`config.mk`:
```
export PLATFORM = sky130hd
export DESIGN_NAME = div_unit
export DESIGN_NICKNAME = d
export VERILOG_FILES = /design/src/rtl/div_unit_pkg.sv /design/src/rtl/div_unit_div_step.sv /design/src/rtl/div_unit.sv
export SDC_FILE = /design/constraint.sdc
export NUM_CORES = 1
export LEC_CHECK = 0
export BUFFER_PORTS_ARGS = -buffer_cell sky130_fd_sc_hd__buf_2
export CAP_MARGIN = 0
export CORE_MARGIN = 2
export CORE_UTILIZATION = 35
export DETAILED_ROUTE_END_ITERATION = 7
export PLACE_DENSITY = 0.62
export SYNTH_ARGS = -nofsm -noshare
export SYNTH_HDL_FRONTEND = slang
export SYNTH_SLANG_ARGS = --single-unit
```
`constraint.sdc`:
```
create_clock -name clock -period 4.8 [get_ports clock]
set_input_delay 0.96 -clock clock [delete_from_list [all_inputs] [get_ports clock]]
set_output_delay 0.96 -clock clock [all_outputs]
set_load 0.01 [all_outputs]
```
`src/rtl/div_unit_pkg.sv`:
```
// Shared definitions for the sequential divider: default datapath width,
// FSM state encoding and the most-negative operand constant.
package div_unit_pkg;

    localparam int DIV_WIDTH = 32;

    typedef enum logic [1:0] {
        IDLE = 2'd0,
        RUN  = 2'd1,
        DONE = 2'd2
    } div_state_t;

    localparam logic [DIV_WIDTH-1:0] INT_MIN = {1'b1, {(DIV_WIDTH-1){1'b0}}};

endpackage

```
`src/rtl/div_unit_div_step.sv`:
```
// One restoring-division iteration: shift in the next dividend bit, then
// trial-subtract |B| with byte-wide lookahead groups chained by a second level.
module div_step
    import div_unit_pkg::*;
#(
    parameter int WIDTH = DIV_WIDTH
) (
    input  logic [WIDTH-1:0] r_cur,
    input  logic [WIDTH-1:0] b_mag,
    input  logic             q_msb,
    output logic [WIDTH-1:0] r_next,
    output logic             q_bit
);

    localparam int NBLK = WIDTH / 8;

    // Shifted partial remainder needs one extra bit; the restored value
    // always stays below |B| and so fits back into WIDTH bits.
    logic [WIDTH:0]   r_shift;
    logic [WIDTH-1:0] b_inv;
    logic [WIDTH-1:0] g_bit;
    logic [WIDTH-1:0] p_bit;
    logic [WIDTH-1:0] diff;
    logic [NBLK-1:0]  blk_g;
    logic [NBLK-1:0]  blk_p;
    logic [NBLK:0]    blk_c;
    logic             diff_top;

    assign r_shift = {r_cur, q_msb};
    assign b_inv   = ~b_mag;
    assign g_bit   = r_shift[WIDTH-1:0] & b_inv;
    assign p_bit   = r_shift[WIDTH-1:0] ^ b_inv;

    genvar gi;
    generate
        for (gi = 0; gi < NBLK; gi++) begin : g_blk
            logic [7:0] gg;
            logic [7:0] pp;
            logic [8:0] c;
            logic       go;
            logic       po;

            assign gg = g_bit[gi*8 +: 8];
            assign pp = p_bit[gi*8 +: 8];

            always_comb begin
                go = 1'b0;
                po = 1'b1;
                for (int i = 0; i < 8; i++) begin
                    go = gg[i] | (pp[i] & go);
                    po = po & pp[i];
                end
            end

            always_comb begin
                c    = '0;
                c[0] = blk_c[gi];
                for (int i = 0; i < 8; i++) begin
                    c[i+1] = gg[i] | (pp[i] & c[i]);
                end
            end

            assign blk_g[gi]       = go;
            assign blk_p[gi]       = po;
            assign diff[gi*8 +: 8] = pp ^ c[7:0];
        end
    endgenerate

    // Second-level lookahead across byte groups; carry-in of 1 completes the negation.
    always_comb begin
        blk_c    = '0;
        blk_c[0] = 1'b1;
        for (int k = 0; k < NBLK; k++) begin
            blk_c[k+1] = blk_g[k] | (blk_p[k] & blk_c[k]);
        end
    end

    // The divisor's extended top bit is 0, inverted to 1.
    assign diff_top = r_shift[WIDTH] ^ 1'b1 ^ blk_c[NBLK];
    assign q_bit    = ~diff_top;
    assign r_next   = q_bit ? diff : r_shift[WIDTH-1:0];

endmodule

```
`src/rtl/div_unit.sv`:
```
// Sequential signed divider: magnitude restoring iteration, one quotient bit
// per clock, sign fix-up and exception reporting in a final DONE cycle.
module div_unit
    import div_unit_pkg::*;
#(
    parameter int WIDTH = DIV_WIDTH
) (
    input  logic             clock,
    input  logic             reset_n,
    input  logic             ctrl_div,
    input  logic [WIDTH-1:0] data_operandA,
    input  logic [WIDTH-1:0] data_operandB,
    output logic [WIDTH-1:0] data_result,
    output logic [WIDTH-1:0] data_remainder,
    output logic             data_exception,
    output logic             data_resultRDY,
    output logic             busy
);

    localparam int CW = $clog2(WIDTH);
    localparam logic [WIDTH-1:0] MIN_VAL = {1'b1, {(WIDTH-1){1'b0}}};

    div_state_t       state_reg;
    logic [CW-1:0]    cnt_reg;
    logic [WIDTH-1:0] r_reg;
    logic [WIDTH-1:0] q_reg;
    logic [WIDTH-1:0] b_mag_reg;
    logic             neg_q_reg;
    logic             neg_r_reg;
    logic             exc_reg;
    logic             ovf_reg;

    logic [WIDTH-1:0] a_mag;
    logic [WIDTH-1:0] b_mag;
    logic [WIDTH-1:0] r_next;
    logic             q_bit_next;

    // Negating INT_MIN wraps to itself, which is its correct unsigned magnitude.
    assign a_mag = data_operandA[WIDTH-1] ? -data_operandA : data_operandA;
    assign b_mag = data_operandB[WIDTH-1] ? -data_operandB : data_operandB;

    div_step #(.WIDTH(WIDTH)) u_step (
        .r_cur  (r_reg),
        .b_mag  (b_mag_reg),
        .q_msb  (q_reg[WIDTH-1]),
        .r_next (r_next),
        .q_bit  (q_bit_next)
    );

    always_ff @(posedge clock or negedge reset_n) begin
        if (!reset_n) begin
            state_reg      <= IDLE;
            cnt_reg        <= '0;
            r_reg          <= '0;
            q_reg          <= '0;
            b_mag_reg      <= '0;
            neg_q_reg      <= 1'b0;
            neg_r_reg      <= 1'b0;
            exc_reg        <= 1'b0;
            ovf_reg        <= 1'b0;
            data_result    <= '0;
            data_remainder <= '0;
            data_exception <= 1'b0;
            data_resultRDY <= 1'b0;
            busy           <= 1'b0;
        end else begin
            data_resultRDY <= 1'b0;
            case (state_reg)
                IDLE: begin
                    if (ctrl_div) begin
                        neg_q_reg <= data_operandA[WIDTH-1] ^ data_operandB[WIDTH-1];
                        neg_r_reg <= data_operandA[WIDTH-1];
                        q_reg     <= a_mag;
                        b_mag_reg <= b_mag;
                        r_reg     <= '0;
                        if (data_operandB == '0) begin
                            exc_reg   <= 1'b1;
                            ovf_reg   <= 1'b0;
                            state_reg <= DONE;
                        end else if (data_operandA == MIN_VAL && data_operandB == '1) begin
                            exc_reg   <= 1'b1;
                            ovf_reg   <= 1'b1;
                            state_reg <= DONE;
                        end else begin
                            exc_reg   <= 1'b0;
                            ovf_reg   <= 1'b0;
                            cnt_reg   <= CW'(WIDTH - 1);
                            busy      <= 1'b1;
                            state_reg <= RUN;
                        end
                    end
                end
                RUN: begin
                    r_reg   <= r_next;
                    q_reg   <= {q_reg[WIDTH-2:0], q_bit_next};
                    cnt_reg <= cnt_reg - CW'(1);
                    if (cnt_reg == '0) begin
                        busy      <= 1'b0;
                        state_reg <= DONE;
                    end
                end
                DONE: begin
                    if (exc_reg) begin
                        data_result    <= ovf_reg ? MIN_VAL : '0;
                        data_remainder <= '0;
                        data_exception <= 1'b1;
                    end else begin
                        data_result    <= neg_q_reg ? -q_reg : q_reg;
                        data_remainder <= neg_r_reg ? -r_reg : r_reg;
                        data_exception <= 1'b0;
                    end
                    data_resultRDY <= 1'b1;
                    state_reg      <= IDLE;
                end
                default: state_reg <= IDLE;
            endcase
        end
    end

endmodule

```
# Word-level counts from Yosys, hierarchy flattened

Cells that the tools add are included.

Register bits after elaboration: 174
Bits of input ports: 67
Output and inout bits: 67
Word-level logic and storage cells: 225

$add $sub $neg: 5
Equality and inequality tests: 8
Multiplexer cells: 31
Bitwise logic cells: 157
Reduce and logical (&&, ||, !) cells: 10

Operator list:

| operator               | count |
|---|---|
| $mux W32               | 10 |
| $neg A32 Y32           | 4 |
| $pmux W32 S2           | 2 |
| $and A1 B1 Y1          | 86 |
| $eq A32 B32 Y1 const B | 2 |
| $or A1 B1 Y1           | 60 |
| $and A32 B32 Y32       | 1 |
| $logic_not A32 Y1      | 1 |
| $not A32 Y32           | 1 |
| $xor A32 B32 Y32       | 1 |
| $xor A8 B8 Y8          | 4 |
| $mux W5                | 3 |
| $pmux W5 S2            | 1 |
| $mux W1                | 9 |
| $mux W2                | 4 |
| $ne A2 B2 Y1 const B   | 4 |
| $reduce_and A2 Y1      | 3 |
| $logic_not A5 Y1       | 1 |
| $reduce_and A5 Y1      | 1 |
| $sub A5 B1 Y5 const B  | 1 |
| $pmux W2 S2            | 1 |
| $reduce_and A4 Y1      | 1 |
| $eq A2 B1 Y1 const B   | 1 |
| $eq A2 B2 Y1 const B   | 1 |
| other kinds (6)        | 8 |

# Logic depth before layout (Yosys ltp)

Depth in word-level cells: 38
Gate-level depth with buffers: 18
Mapped depth without buffers: 18

# Hierarchy

Synthesis repeated with hierarchy kept, for this count alone.

Cells, all modules: 1,182
Area total of the unflattened synthesis: 11,094.4 um2

By module, submodules not included:

| module   | times used | cells each | area each (um2) | sequential area each (um2) |
|---|---|---|---|---|
| div_unit | 1          | 972        | 9,195.1         | 4,354.2 |
| div_step | 1          | 210        | 1,899.3         | 0.0 |

# Worst setup path before layout

No wires, ideal clock.

Kind: flip-flop to flip-flop
From: reg r_reg[4]
To: reg r_reg[23]
Library setup time: 0.122 ns
Arrival time: 4.829 ns
Required time: 4.678 ns
Setup slack: -0.150 ns
Stages on the path, launching flop included: 16
Buffers on the path: 0
Clock period less this slack: 4.950 ns
Cell sequence: dfrtp_1 -> ha_1 -> a2111oi_0 -> nand2_1 -> o211ai_1 -> nand2_1 -> fa_1 -> fa_1 -> fa_1 -> fa_1 -> fa_1 -> fa_1 -> fa_1 -> xor2_1 -> or3_1 -> a32o_1

Longest elaborated chain between the ends: 27
Elaborated cells on any way between the ends: 36
Classes of those cells: mux (2); bitwise (34)

Ends and longest elaborated chain:

| element                | line                    | source |
|---|---|---|
| start, declared        | div_unit.sv:25          | `logic [WIDTH-1:0] r_reg;` |
| start signal, assigned | div_unit.sv:94          | `r_reg <= r_next;` |
| $xor A32 B32 Y32       | div_unit_div_step.sv:32 | `assign p_bit = r_shift[WIDTH-1:0] ^ b_inv;` |
| $and A1 B1 Y1          | div_unit_div_step.sv:50 | `go = gg[i] \| (pp[i] & go);` |
| $or A1 B1 Y1           | div_unit_div_step.sv:50 |  |
| $and A1 B1 Y1          | div_unit_div_step.sv:50 |  |
| $or A1 B1 Y1           | div_unit_div_step.sv:50 |  |
| $and A1 B1 Y1          | div_unit_div_step.sv:50 |  |
| $or A1 B1 Y1           | div_unit_div_step.sv:50 |  |
| $or A1 B1 Y1 (*)       | div_unit_div_step.sv:74 | `blk_c[k+1] = blk_g[k] \| (blk_p[k] & blk_c[k]);` |
| [11 not listed]        | n/a                     |  |
| $or A1 B1 Y1           | div_unit_div_step.sv:59 | `c[i+1] = gg[i] \| (pp[i] & c[i]);` |
| $and A1 B1 Y1          | div_unit_div_step.sv:59 |  |
| $or A1 B1 Y1           | div_unit_div_step.sv:59 |  |
| $and A1 B1 Y1          | div_unit_div_step.sv:59 |  |
| $or A1 B1 Y1           | div_unit_div_step.sv:59 |  |
| $xor A8 B8 Y8          | div_unit_div_step.sv:65 | `assign diff[gi*8 +: 8] = pp ^ c[7:0];` |
| $mux W32 (*)           | div_unit_div_step.sv:81 | `assign r_next = q_bit ? diff : r_shift[WIDTH-1:0];` |
| $pmux W32 S2 (*)       | div_unit.sv:68          | `case (state_reg)` |

Mark *: on every way between the ends. The rest lies on a longest branch, timed or not.
A chain may end at the register's enable or synchronous reset.

# Worst setup path in the final report

From: reg b_mag_reg[5]
To: reg r_reg[23]

Longest elaborated chain between the ends: 28
Elaborated cells on any way between the ends: 37
Classes of those cells: mux (2); bitwise (35)

Ends and longest elaborated chain:

| element                | line                    | source |
|---|---|---|
| start, declared        | div_unit.sv:27          | `logic [WIDTH-1:0] b_mag_reg;` |
| start signal, assigned | div_unit.sv:74          | `b_mag_reg <= b_mag;` |
| $not A32 Y32 (*)       | div_unit_div_step.sv:30 | `assign b_inv = ~b_mag;` |
| $xor A32 B32 Y32       | div_unit_div_step.sv:32 |  |
| $and A1 B1 Y1          | div_unit_div_step.sv:50 |  |
| $or A1 B1 Y1           | div_unit_div_step.sv:50 |  |
| $and A1 B1 Y1          | div_unit_div_step.sv:50 |  |
| $or A1 B1 Y1           | div_unit_div_step.sv:50 |  |
| $and A1 B1 Y1          | div_unit_div_step.sv:50 |  |
| $or A1 B1 Y1           | div_unit_div_step.sv:50 |  |
| [12 not listed]        | n/a                     |  |
| $or A1 B1 Y1           | div_unit_div_step.sv:59 |  |
| $and A1 B1 Y1          | div_unit_div_step.sv:59 |  |
| $or A1 B1 Y1           | div_unit_div_step.sv:59 |  |
| $and A1 B1 Y1          | div_unit_div_step.sv:59 |  |
| $or A1 B1 Y1           | div_unit_div_step.sv:59 |  |
| $xor A8 B8 Y8          | div_unit_div_step.sv:65 |  |
| $mux W32 (*)           | div_unit_div_step.sv:81 |  |
| $pmux W32 S2 (*)       | div_unit.sv:68          |  |

Marked as above.

==> metrics.txt <==
outcome finished, violations left; failing checks negative setup slack; Max-cap violations 0; buffers added on ports 133; vias 9398; initial antenna violation count 3; Hold/Removal Path Class flop to flop; Slew Viols, Final 0; Comb pwr share 0.543; most common cell after layout, fill and taps aside nand2_1; R2R Path Start b_mag_reg[5]; Synth Flop Type dfrtp_1; most frequent cells in the layout nand2_1, dfrtp_1, o21ai_0, buf_2, xor2_1; Routed WL per cell 16.6 um; crit share post-route 1.00; CP Data Required Time 5.13 ns; RePlAce Congestion 0.898; Root Buffer clkbuf_16; fill count 3055; Ports 134; Pwr per Cell Area around 660 mW/mm^2; net switching power figure 0.00378 W; DIE HEIGHT 182 um; pre-CTS setup slack -0.169 ns; WP data arrival 5.14 ns; Post-synth EDFFs 0; TritonCTS clock tree done; Post-Syn Instances about 1200; Netlist Area Pre-Place ~0.011 sq mm; Reg-to-Reg End r_reg[23]; share of cells above drive strength 1 0.197; fmax around 210 MHz; Starting DRT DRC Count 742; WHS Path Cells 2; clk slew on worst S/H paths 0.07 ns; worst-case register-to-register setup slack -0.01 ns; Setup Crit Path Kind flop to flop; DRC Markers 0; CTS Buf Count 17; largest net degree at the start of global routing 75; gr ovfl total 0; Antenna Nets Post-Route 0; H-tree Lvls 4; vias per std cell 5.29; Syn Area/Cell ~9.1 sq um; Reg power frac 0.295; Synth Register Bits 174; Crit path top cell by count fa_2; vias in the first global route roughly 9300; TritonRoute pass-1 iters 5; Worst setup EP type flop; Core Region 0.0313 sq mm; Max IR drop VDD 0.297 mV; CTS Sinks 174; final WL 29.5 mm; Leakage ~6 nW; Max transition margin 0.351; worst setup margin -0.0104 ns; total power 0.00865 W; synth unique cells 56; Total Nets Final 1494; Initial Util 0.353; actual slew at the worst max-slew pin 0.974 ns; Hold Path Origin data_result[16]; first-pass GRT wire length 48.8 mm; Setup Skew between 0.01 and 0.015 ns; fin cells 1778; CP max-delay cell dfrtp_1; GRT Overall Usage 0.183; slowest cell delay on critical path ~0.39 ns; Post-Synthesis Net Count 1352; # setup viols final 1; Fin. Hold Viols 0; clock insertion delay at the later pin of the skew report 0.45 ns; Synth warnings 0; CTS max path bufs 2; setup_tns -0.0104 ns; clock network fraction of total power 0.162; Startpoint Class flop; Tmin final 4.81 ns; biggest fanout along the worst timing path 2; async set-reset flop share out of synthesis 1.00; Net Sw Frac 0.437; RSZ-0062 raised after global routing yes; DP HPWL 22.1 mm; R2R depth 16; row count 65; die area ~0.033 sq mm; register area share after synthesis 0.394; worst path cell trace inv_2 -> ha_4 -> a2111oi_4 -> nand2_1 -> o211ai_1 -> nand2_1 -> fa_2 -> fa_2 -> fa_2 -> fa_2 -> fa_2 -> fa_2 -> fa_2 -> xor2_1 -> or3_1 -> a32o_1; Internal Power between 0.004 and 0.005 W; Placed Cells 1739; Area Overhead vs Synth 18.7%; Hold Path End data_result[16]; Die W approximately 180 um
[per-layer routing]
layer / routed length [um] / track usage
met1: 15200 / 0.272
met2: 12500 / 0.269
met3: 1340 / 0.0329
met4: 524 / 0.0556
met5: 0 / 0
[layout make-up]
cell class,count,area (sq um),area share
tap,402,503,0.0384
clock inverter,14,146,0.0112
clock buffer,18,439,0.0335
timing repair buffer,191,1130,0.0864
inverter,51,191,0.0146
multi-input combinational,925,6330,0.483
sequential,174,4360,0.332
antenna,3,7.51,0.000573
[critical path: cells and delay by family, from the launching register on]
family,cells,cell delay [ns]
AO/OA/AOI/OAI,3,0.80
XOR/XNOR,1,0.16
adder cells (fa/ha/maj),8,2.68
buffers and inverters,1,0.08
flip-flops,1,0.39
AND/OR/NAND/NOR,3,0.57
[stage by stage]
step / hold slack, ns / utilization / cell area [sq um]
after detailed placement: 0.461 / 0.397 / 12400
after global placement: 0.456 / 0.397 / 12400
after CTS: 0.480 / 0.417 / 13100
after global routing: 0.492 / 0.419 / 13100
final: 0.471 / 0.419 / 13100
after floorplan: 0.446 / - / 11100
[power groups by stage]
stage,sequential [W],combinational (W),clock [W]
after floorplan,0.00244,0.00327,0
after global placement,0.00254,0.00449,0
after detailed placement,0.00257,0.00455,0
after CTS,0.00254,0.00464,0.00142
after global routing,0.00263,0.00537,0.00147
final,0.00255,0.00470,0.00140
[Yosys cell counts, types with 20 or more instances]
master	count	area [sq um]
a311o_1	26	260
dfrtp_1	174	4350
inv_1	50	188
fa_1	27	541
o31ai_1	41	308
o21ai_0	165	826
xor2_1	97	850
ha_1	40	500
nor3_1	41	205
nand2_1	196	736
or3_1	20	125
xnor2_1	27	236
and2_1	26	163
nor2_1	28	105
clkbuf_1	59	221
[worst max path at each step]
stage,startpoint,end,cells after the start
global route,b_mag_reg[4],r_reg[30],19
detailed placement,b_mag_reg[5],r_reg[30],18
finish,b_mag_reg[5],r_reg[23],16
global placement,b_mag_reg[5],r_reg[30],18
floorplan,r_reg[3],r_reg[23],15
CTS,b_mag_reg[5],r_reg[23],16
[logic make-up (layout without fill, tap and decap cells)]
family,Yosys count,in the layout,share of synthesized area
flops,174,174,0.394
fa+ha+maj,67,67,0.0943
other cells,0,3,0
simple gates,402,402,0.175
compound gates,328,328,0.192
xor+xnor,124,124,0.0984
buf+inv,119,274,0.0417
mux,4,4,0.00363
[repair_timing]
action / CTS / global route
hold endpoints to repair: 0 / 0
buffers inserted: 1 / 3
setup endpoints to repair: 4 / 4
hold buffers: 0 / 0
pin swaps: 3 / 7
gates resized for setup: 14 / 7
Power figures use the tool's default switching activity.
